**config.mk**
```make
export PLATFORM = sky130hd
export DESIGN_NAME = alu_op_sequencer_flat
export DESIGN_NICKNAME = d
export VERILOG_FILES = /design/src/rtl/alu_op_sequencer_pkg.sv /design/src/rtl/alu_op_sequencer_if.sv /design/src/rtl/alu_op_sequencer_decode.sv /design/src/rtl/alu_op_sequencer.sv /design/src/flat_wrapper.sv
export SDC_FILE = /design/constraint.sdc
export NUM_CORES = 1
export LEC_CHECK = 0
export ABC_CLOCK_PERIOD_IN_PS = 1580
export BUFFER_PORTS_ARGS = -buffer_cell sky130_fd_sc_hd__buf_2
export CAP_MARGIN = 20
export CELL_PAD_IN_SITES_DETAIL_PLACEMENT = 0
export CELL_PAD_IN_SITES_GLOBAL_PLACEMENT = 2
export CORE_AREA = 3 3 54 56
export CTS_CLUSTER_DIAMETER = 120
export DETAILED_ROUTE_END_ITERATION = 6
export DIE_AREA = 0 0 57 59
export MAX_ROUTING_LAYER = met4
export PLACE_DENSITY = 0.81
export SYNTH_ARGS = -nofsm -noshare
export SYNTH_HDL_FRONTEND = slang
export SYNTH_SLANG_ARGS = --single-unit
```
**constraint.sdc**
```tcl
create_clock -name clk -period 1.58 [get_ports clk]
set_input_delay 0.079 -clock clk [delete_from_list [all_inputs] [get_ports clk]]
set_output_delay 0.079 -clock clk [all_outputs]
set_load 0.02 [all_outputs]
```
**src/rtl/alu_op_sequencer_pkg.sv**
```systemverilog
// alu_op_sequencer shared types: ALU op codes, ALUOp/FSM enums,
// Funct7 constants and small helpers.
package alu_seq_pkg;

  localparam logic [3:0] OP_AND  = 4'b0000;
  localparam logic [3:0] OP_OR   = 4'b0001;
  localparam logic [3:0] OP_ADD  = 4'b0010;
  localparam logic [3:0] OP_SUB  = 4'b0011;
  localparam logic [3:0] OP_XOR  = 4'b0100;
  localparam logic [3:0] OP_SRL  = 4'b0101;
  localparam logic [3:0] OP_SLL  = 4'b0110;
  localparam logic [3:0] OP_SRA  = 4'b0111;
  localparam logic [3:0] OP_BEQ  = 4'b1000;
  localparam logic [3:0] OP_BNE  = 4'b1001;
  localparam logic [3:0] OP_LUI  = 4'b1010;
  localparam logic [3:0] OP_BLT  = 4'b1100;
  localparam logic [3:0] OP_SLT  = 4'b1100;
  localparam logic [3:0] OP_BGE  = 4'b1101;
  localparam logic [3:0] OP_BLTU = 4'b1110;
  localparam logic [3:0] OP_SLTU = 4'b1110;
  localparam logic [3:0] OP_BGEU = 4'b1111;

  typedef enum logic [1:0] {
    ALUOP_MEM = 2'b00,
    ALUOP_BR  = 2'b01,
    ALUOP_RI  = 2'b10,
    ALUOP_JL  = 2'b11
  } aluop_e;

  localparam logic [6:0] F7_BASE = 7'b0000000;
  localparam logic [6:0] F7_ALT  = 7'b0100000;
  localparam logic [6:0] F7_MUL  = 7'b0000001;

  typedef enum logic [1:0] {
    S_IDLE = 2'b00,
    S_BUSY = 2'b01,
    S_DONE = 2'b10
  } state_e;

  function automatic logic [3:0] base_op(
    input logic [2:0] f3
  );
    logic [3:0] op;
    unique case (f3)
      3'b000:  op = OP_ADD;
      3'b001:  op = OP_SLL;
      3'b010:  op = OP_SLT;
      3'b011:  op = OP_SLTU;
      3'b100:  op = OP_XOR;
      3'b101:  op = OP_SRL;
      3'b110:  op = OP_OR;
      default: op = OP_AND;
    endcase
    return op;
  endfunction

  function automatic int cnt_width(input int lat);
    return $clog2(lat + 1);
  endfunction

endpackage

```
**src/rtl/alu_op_sequencer_if.sv**
```systemverilog
// EX-stage <-> ALU sequencer bundle. master = EX stage,
// slave = alu_op_sequencer.
interface alu_op_sequencer_if #(
  parameter int OP_WIDTH = 4
);
  logic                valid_in;
  logic                flush;
  logic [1:0]          ALUOp;
  logic [6:0]          Funct7;
  logic [2:0]          Funct3;
  logic [OP_WIDTH-1:0] Operation;
  logic                mdu_start;
  logic [2:0]          mdu_op;
  logic                mdu_kill;
  logic                stall;
  logic                result_sel;
  logic                illegal;

  modport master (
    output valid_in, flush, ALUOp, Funct7, Funct3,
    input  Operation, mdu_start, mdu_op, mdu_kill,
    input  stall, result_sel, illegal
  );

  modport slave (
    input  valid_in, flush, ALUOp, Funct7, Funct3,
    output Operation, mdu_start, mdu_op, mdu_kill,
    output stall, result_sel, illegal
  );
endinterface

```
**src/rtl/alu_op_sequencer_decode.sv**
```systemverilog
// Combinational ALUOp/Funct7/Funct3 decode into ALU op, M-request
// and illegal flag. Division ops accepted only with ALU_SEQ_DIV_EN.
module alu_op_decode
  import alu_seq_pkg::*;
(
  input  logic       valid,
  input  logic [1:0] aluop,
  input  logic [6:0] funct7,
  input  logic [2:0] funct3,
  output logic [3:0] op,
  output logic       m_req,
  output logic       illegal
);

`ifdef ALU_SEQ_DIV_EN
  localparam bit DIV_EN = 1'b1;
`else
  localparam bit DIV_EN = 1'b0;
`endif

  logic is_m;
  logic bad;

  always_comb begin
    op   = OP_ADD;
    is_m = 1'b0;
    bad  = 1'b0;
    unique case (aluop_e'(aluop))
      ALUOP_MEM: op = OP_ADD;
      ALUOP_JL:  op = OP_LUI;
      ALUOP_BR: begin
        unique case (funct3)
          3'b001:  op = OP_BNE;
          3'b100:  op = OP_BLT;
          3'b101:  op = OP_BGE;
          3'b110:  op = OP_BLTU;
          3'b111:  op = OP_BGEU;
          default: op = OP_BEQ;
        endcase
      end
      ALUOP_RI: begin
        unique case (1'b1)
          funct7 == F7_BASE: op = base_op(funct3);
          funct7 == F7_ALT: begin
            if (funct3 == 3'b000)
              op = OP_SUB;
            else if (funct3 == 3'b101)
              op = OP_SRA;
            else
              bad = 1'b1;
          end
          funct7 == F7_MUL: begin
            // the ALU result is unused for M ops
            if (DIV_EN || !funct3[2])
              is_m = 1'b1;
            else
              bad = 1'b1;
          end
          default: bad = 1'b1;
        endcase
      end
    endcase
  end

  assign m_req   = valid & is_m;
  assign illegal = valid & bad;

endmodule

```
**src/rtl/alu_op_sequencer.sv**
```systemverilog
// EX-stage ALU control with RV32M multi-cycle sequencer.
// Define ALU_SEQ_DIV_EN to sequence DIV/DIVU/REM/REMU on the MDU.
module alu_op_sequencer
  import alu_seq_pkg::*;
#(
  parameter int OP_WIDTH = 4,
  parameter int MUL_LAT  = 2,
  parameter int DIV_LAT  = 32
) (
  input  logic clk,
  input  logic reset,
  alu_op_sequencer_if.slave bus
);

`ifdef ALU_SEQ_DIV_EN
  localparam int MAX_LAT =
    (DIV_LAT > MUL_LAT) ? DIV_LAT : MUL_LAT;
`else
  localparam int MAX_LAT = MUL_LAT;
`endif
  localparam int CNT_W = cnt_width(MAX_LAT);

  if (OP_WIDTH < 4 || MUL_LAT < 1 || DIV_LAT < 1)
  begin : g_param_chk
    $error("alu_op_sequencer: bad parameters");
  end

  logic [3:0]       op4;
  logic             m_req;
  logic             illegal;
  state_e           state, state_nxt;
  logic [CNT_W-1:0] cnt, cnt_nxt, lat_m1;
  logic [2:0]       mop, mop_nxt;
  logic             start, kill, stall, rsel;

  alu_op_decode u_dec (
    .valid   (bus.valid_in),
    .aluop   (bus.ALUOp),
    .funct7  (bus.Funct7),
    .funct3  (bus.Funct3),
    .op      (op4),
    .m_req   (m_req),
    .illegal (illegal)
  );

`ifdef ALU_SEQ_DIV_EN
  assign lat_m1 = bus.Funct3[2] ?
    CNT_W'(DIV_LAT - 1) : CNT_W'(MUL_LAT - 1);
`else
  assign lat_m1 = CNT_W'(MUL_LAT - 1);
`endif

  always_ff @(posedge clk) begin
    if (reset) begin
      state <= S_IDLE;
      cnt   <= '0;
      mop   <= '0;
    end else begin
      state <= state_nxt;
      cnt   <= cnt_nxt;
      mop   <= mop_nxt;
    end
  end

  always_comb begin
    state_nxt = state;
    cnt_nxt   = cnt;
    mop_nxt   = mop;
    start     = 1'b0;
    kill      = 1'b0;
    stall     = 1'b0;
    rsel      = 1'b0;
    unique case (state)
      S_IDLE: begin
        if (m_req && !bus.flush) begin
          start     = 1'b1;
          stall     = 1'b1;
          state_nxt = S_BUSY;
          cnt_nxt   = lat_m1;
          mop_nxt   = bus.Funct3;
        end
      end
      S_BUSY: begin
        if (bus.flush) begin
          kill      = 1'b1;
          state_nxt = S_IDLE;
        end else begin
          stall = 1'b1;
          if (cnt == '0)
            state_nxt = S_DONE;
          else
            cnt_nxt = cnt - 1'b1;
        end
      end
      S_DONE: begin
        // same instruction still in EX: no new accept here
        rsel      = !bus.flush;
        state_nxt = S_IDLE;
      end
      default: state_nxt = S_IDLE;
    endcase
  end

  assign bus.Operation  = OP_WIDTH'(op4);
  assign bus.mdu_start  = start;
  assign bus.mdu_op     = mop;
  assign bus.mdu_kill   = kill;
  assign bus.stall      = stall;
  assign bus.result_sel = rsel;
  assign bus.illegal    = illegal;

endmodule
```
**src/flat_wrapper.sv**
```systemverilog
// flat-port wrapper written by rule: the top's interface ports become plain ports
module alu_op_sequencer_flat import alu_seq_pkg::*;
#(
  parameter int OP_WIDTH = 4,
  parameter int MUL_LAT  = 2,
  parameter int DIV_LAT  = 32
)
  (clk, reset, bus_valid_in, bus_flush, bus_ALUOp, bus_Funct7, bus_Funct3, bus_Operation, bus_mdu_start, bus_mdu_op, bus_mdu_kill, bus_stall, bus_result_sel, bus_illegal);
  alu_op_sequencer_if #(.OP_WIDTH(OP_WIDTH)) bus_i ();
  input  logic clk;
  input  logic reset;
  input wire logic [$bits(bus_i.valid_in)-1:0] bus_valid_in;
  input wire logic [$bits(bus_i.flush)-1:0] bus_flush;
  input wire logic [$bits(bus_i.ALUOp)-1:0] bus_ALUOp;
  input wire logic [$bits(bus_i.Funct7)-1:0] bus_Funct7;
  input wire logic [$bits(bus_i.Funct3)-1:0] bus_Funct3;
  output wire logic [$bits(bus_i.Operation)-1:0] bus_Operation;
  output wire logic [$bits(bus_i.mdu_start)-1:0] bus_mdu_start;
  output wire logic [$bits(bus_i.mdu_op)-1:0] bus_mdu_op;
  output wire logic [$bits(bus_i.mdu_kill)-1:0] bus_mdu_kill;
  output wire logic [$bits(bus_i.stall)-1:0] bus_stall;
  output wire logic [$bits(bus_i.result_sel)-1:0] bus_result_sel;
  output wire logic [$bits(bus_i.illegal)-1:0] bus_illegal;
  assign bus_i.valid_in = bus_valid_in;
  assign bus_i.flush = bus_flush;
  assign bus_i.ALUOp = bus_ALUOp;
  assign bus_i.Funct7 = bus_Funct7;
  assign bus_i.Funct3 = bus_Funct3;
  assign bus_Operation = bus_i.Operation;
  assign bus_mdu_start = bus_i.mdu_start;
  assign bus_mdu_op = bus_i.mdu_op;
  assign bus_mdu_kill = bus_i.mdu_kill;
  assign bus_stall = bus_i.stall;
  assign bus_result_sel = bus_i.result_sel;
  assign bus_illegal = bus_i.illegal;
  alu_op_sequencer #(.OP_WIDTH(OP_WIDTH), .MUL_LAT(MUL_LAT), .DIV_LAT(DIV_LAT)) u_core (.clk(clk), .reset(reset), .bus(bus_i));
endmodule
```
==> results_dict.tcl <==
set metrics [dict create \
    crit_arrival_ns 1.48 \
    routed_wl_um 1510 \
    post-route-period-util_pct 98.8 \
    synth_top_area_share_pct 24.7 \
    syn_to_final_growth_pct 34.2 \
    diodes 0 \
    syn_inst 70 \
    htreeDepth 1 \
    syn_area_sq_um 567 \
    max_freq_mhz 640 \
    die_h_um 59 \
    avgSynthCellArea_sq_um 8.10 \
    path_common_cell "nor4b_4" \
    pwr-share-seq_pct 41.1 \
    startpoint "bus_Funct7[6]" \
    synthArstFlopShare_pct 0 \
    setup_tns_ns 0 \
    cp.required_ns 1.50 \
    synth_cell_types 35 \
    track_usage_pct 9.95 \
    critPathTopFamily "simple AND/OR/NAND/NOR gates" \
    synth_edf_count 0 \
    finalMaxSlewViolations 0 \
    slew_headroom_pct 80.6 \
    cts_tree "yes" \
    die_x_um 57 \
    powerDensity_nw_per_um2 566 \
    start_kind "input port" \
    p_sw_mw 0.117 \
    pwr-share-comb_pct 22.3 \
    cts_sinks 7 \
    crit_path_cell_trace "buf_6, or4_4, nor4b_4, nor4b_4, a21oi_1, buf_2" \
    crit_fanout 3 \
    clock_path_buffers 2 \
    post_drt_wl_per_cell_um 12.0 \
    fin_util_pct 30.7 \
    grt_pass1_wl_um 2620 \
    p_sw_share_pct 27.2 \
    maxCapViolCount 0 \
    drt_pass1_iterations 4 \
    critPathMaxStageDelay_ns 0.55 \
    netlist_top_cells_count "nor2_1, a21oi_1, dfxtp_1" \
    grt_use_met3_pct 2.18 \
    vias_per_cell 4.67 \
    drc 0 \
    overflow 0 \
    grt_max_degree 14 \
    yosysMostFrequentCell "nor2_1" \
    busiest_layer "met2" \
    num_vias 588 \
    worst-r2r-cell-count 4 \
    pin_count 28 \
    ir_drop_mv 0.264 \
    clockPowerShare_pct 36.7 \
    antenna_found_initial 0 \
    synthFlopType "dfxtp_1" \
    hold_violations 0 \
    internal_power_mw 0.313 \
    power_leakage_nw 0.331 \
    die-area_sq_um 3360 \
    drt_iter0_markers 17 \
    status "completed" \
    ctsRootBufferMaster "clkbuf_4" \
    r2r_slack_ns 0.18 \
    synth.area.top_cells "dfxtp_1, a21oi_1, nor2_1, nor3b_1, nor4b_4" \
    place_hpwl_um 1180 \
    grtUsageMet2_pct 15.5 \
    slowest_stage "or4_4" \
    whs_ns 0.115 \
    critical_path_buf_inv_count 2 \
    hp-class "in -> reg" \
    setup_viol 0 \
    path_depth 6 \
    ys_seq_area_share_pct 24.7 \
    ys_ff_latch 7 \
    ys_warn_count 0 \
    core-area_sq_um 2480 \
    rsz0062_at_grt "true" \
    timing.rr.end "u_core.bus.mdu_op[0]" \
    place_ws_ns 0.0110 \
    min_period_ns 1.56 \
    final_antenna_net_count 0 \
    r2r-start "u_core.state[0]" \
    grt_pass1_vias 579 \
    worst_slew_pin_slew_ns 0.286 \
    numCtsBuffers 3 \
    gp_congestion 0.671 \
    fin_skew_ns 0.000870 \
    cp-end-kind "primary output" \
    use_met1_pct 12.5 \
    clk_pin_slew_ns 0.05 \
    rows 18 \
    worstSetupPathType "in -> out" \
    start_util_pct 22.9 \
    cts_setup_buffers 0 \
    finalWorstSetupSlack_ns 0.0186 \
    endpoint "bus_Operation[1]" \
    synth_fp_nets 87 \
    finalPower_mw 0.431 \
    nets 114 \
    insertion_delay_ns 0.24 \
    yosys.area.top_type "dfxtp_1" \
    placement.io_buffers 27 \
    layout-drive-gt1-share_pct 40.6 \
]
[repair_timing]
item	in CTS	in global routing
gates resized for setup	0	6
setup endpoints to repair	0	6
hold buffers	0	0
[metal layers]
metal	vias up	wire, um
met5	-	0
met4	0	0
met3	0	134
met2	18	687
met1	263	690
li1	307	-
[worst min path at each step]
stage                   start              endpoint  depth (start not counted)  slack (ns)
floorplan           bus_flush        bus_result_sel                          1        0.24
global placement        reset  u_core.bus.mdu_op[1]                          2        0.36
detailed placement      reset       u_core.state[0]                          2        0.38
CTS                     reset       u_core.state[0]                          2        0.11
global route            reset       u_core.state[1]                          2        0.12
finish                  reset       u_core.state[0]                          2        0.12
[cell type report]
class | count | area [sq um]
repair buffers | 28 | 154
multi-input cells | 53 | 388
fillers | 279 | 1720
flip-flops and latches | 7 | 140
clock buffers | 4 | 26.3
inverters | 4 | 15.0
well taps | 30 | 37.5
[cell usage in the layout, fill, tap and decap left out]
cell,instances
ha_1,1
buf_2,24
a31o_2,1
o32a_1,1
buf_6,1
a21o_1,1
or3b_2,1
dfxtp_1,7
nor3_1,1
and4_2,1
clkbuf_1,1
or4_4,1
nand3_1,1
o221ai_1,1
nand2b_1,3
o21ai_0,1
nor2_1,8
xnor2_1,1
nand3b_1,1
nor3b_1,4
and3b_1,2
o21ai_1,1
nand2_1,2
o31a_2,1
mux2i_1,2
nor4b_4,2
a21oi_1,7
clkbuf_4,3
buf_4,3
nor2_2,1
nor4_1,2
inv_1,4
nor4b_1,2
and3_1,1
o22ai_1,1
o41ai_1,1
[metrics by stage]
step,instances,instance area (sq um)
after CTS,126,737
final,126,761
after global routing,126,761
after floorplan,70,567
after global placement,122,711
after detailed placement,122,711
[power groups by stage]
stage	sequential [mW]	clock, mW	combinational, mW
finish	0.177	0.158	0.0959
global route	0.176	0.182	0.107
CTS	0.177	0.168	0.0920
detailed placement	0.180	0	0.0917
global placement	0.180	0	0.0904
floorplan	0.180	0	0.0559
[flip-flops by register name, summed over array words and instances (netlist names)]
name	count
u_core.bus.mdu_op	3
u_core.cnt	2
u_core.state	2
[cells by family (layout without fill, tap and decap cells)]
| group | count (synthesis) | in the layout | share of synthesized area (%) |
|---|---|---|---|
| xor gates and xnor gates | 1 | 1 | 1.55 |
| adders and majority gates | 1 | 1 | 2.21 |
| muxes | 2 | 2 | 3.53 |
| DFF | 7 | 7 | 24.7 |
| AOI/OAI and AO/OA | 16 | 16 | 18.5 |
| and+or+nand+nor | 33 | 33 | 40.4 |
| buffers and inverters | 10 | 36 | 9.05 |
[worst register-to-register path, cell delays in order (launching register included)]
cell	delay, ns
dfxtp_1	0.34
nor4b_1	0.32
and4_2	0.38
mux2i_1	0.20
nor2_1	0.05
Note: power is estimated with default switching activity, not from simulation.
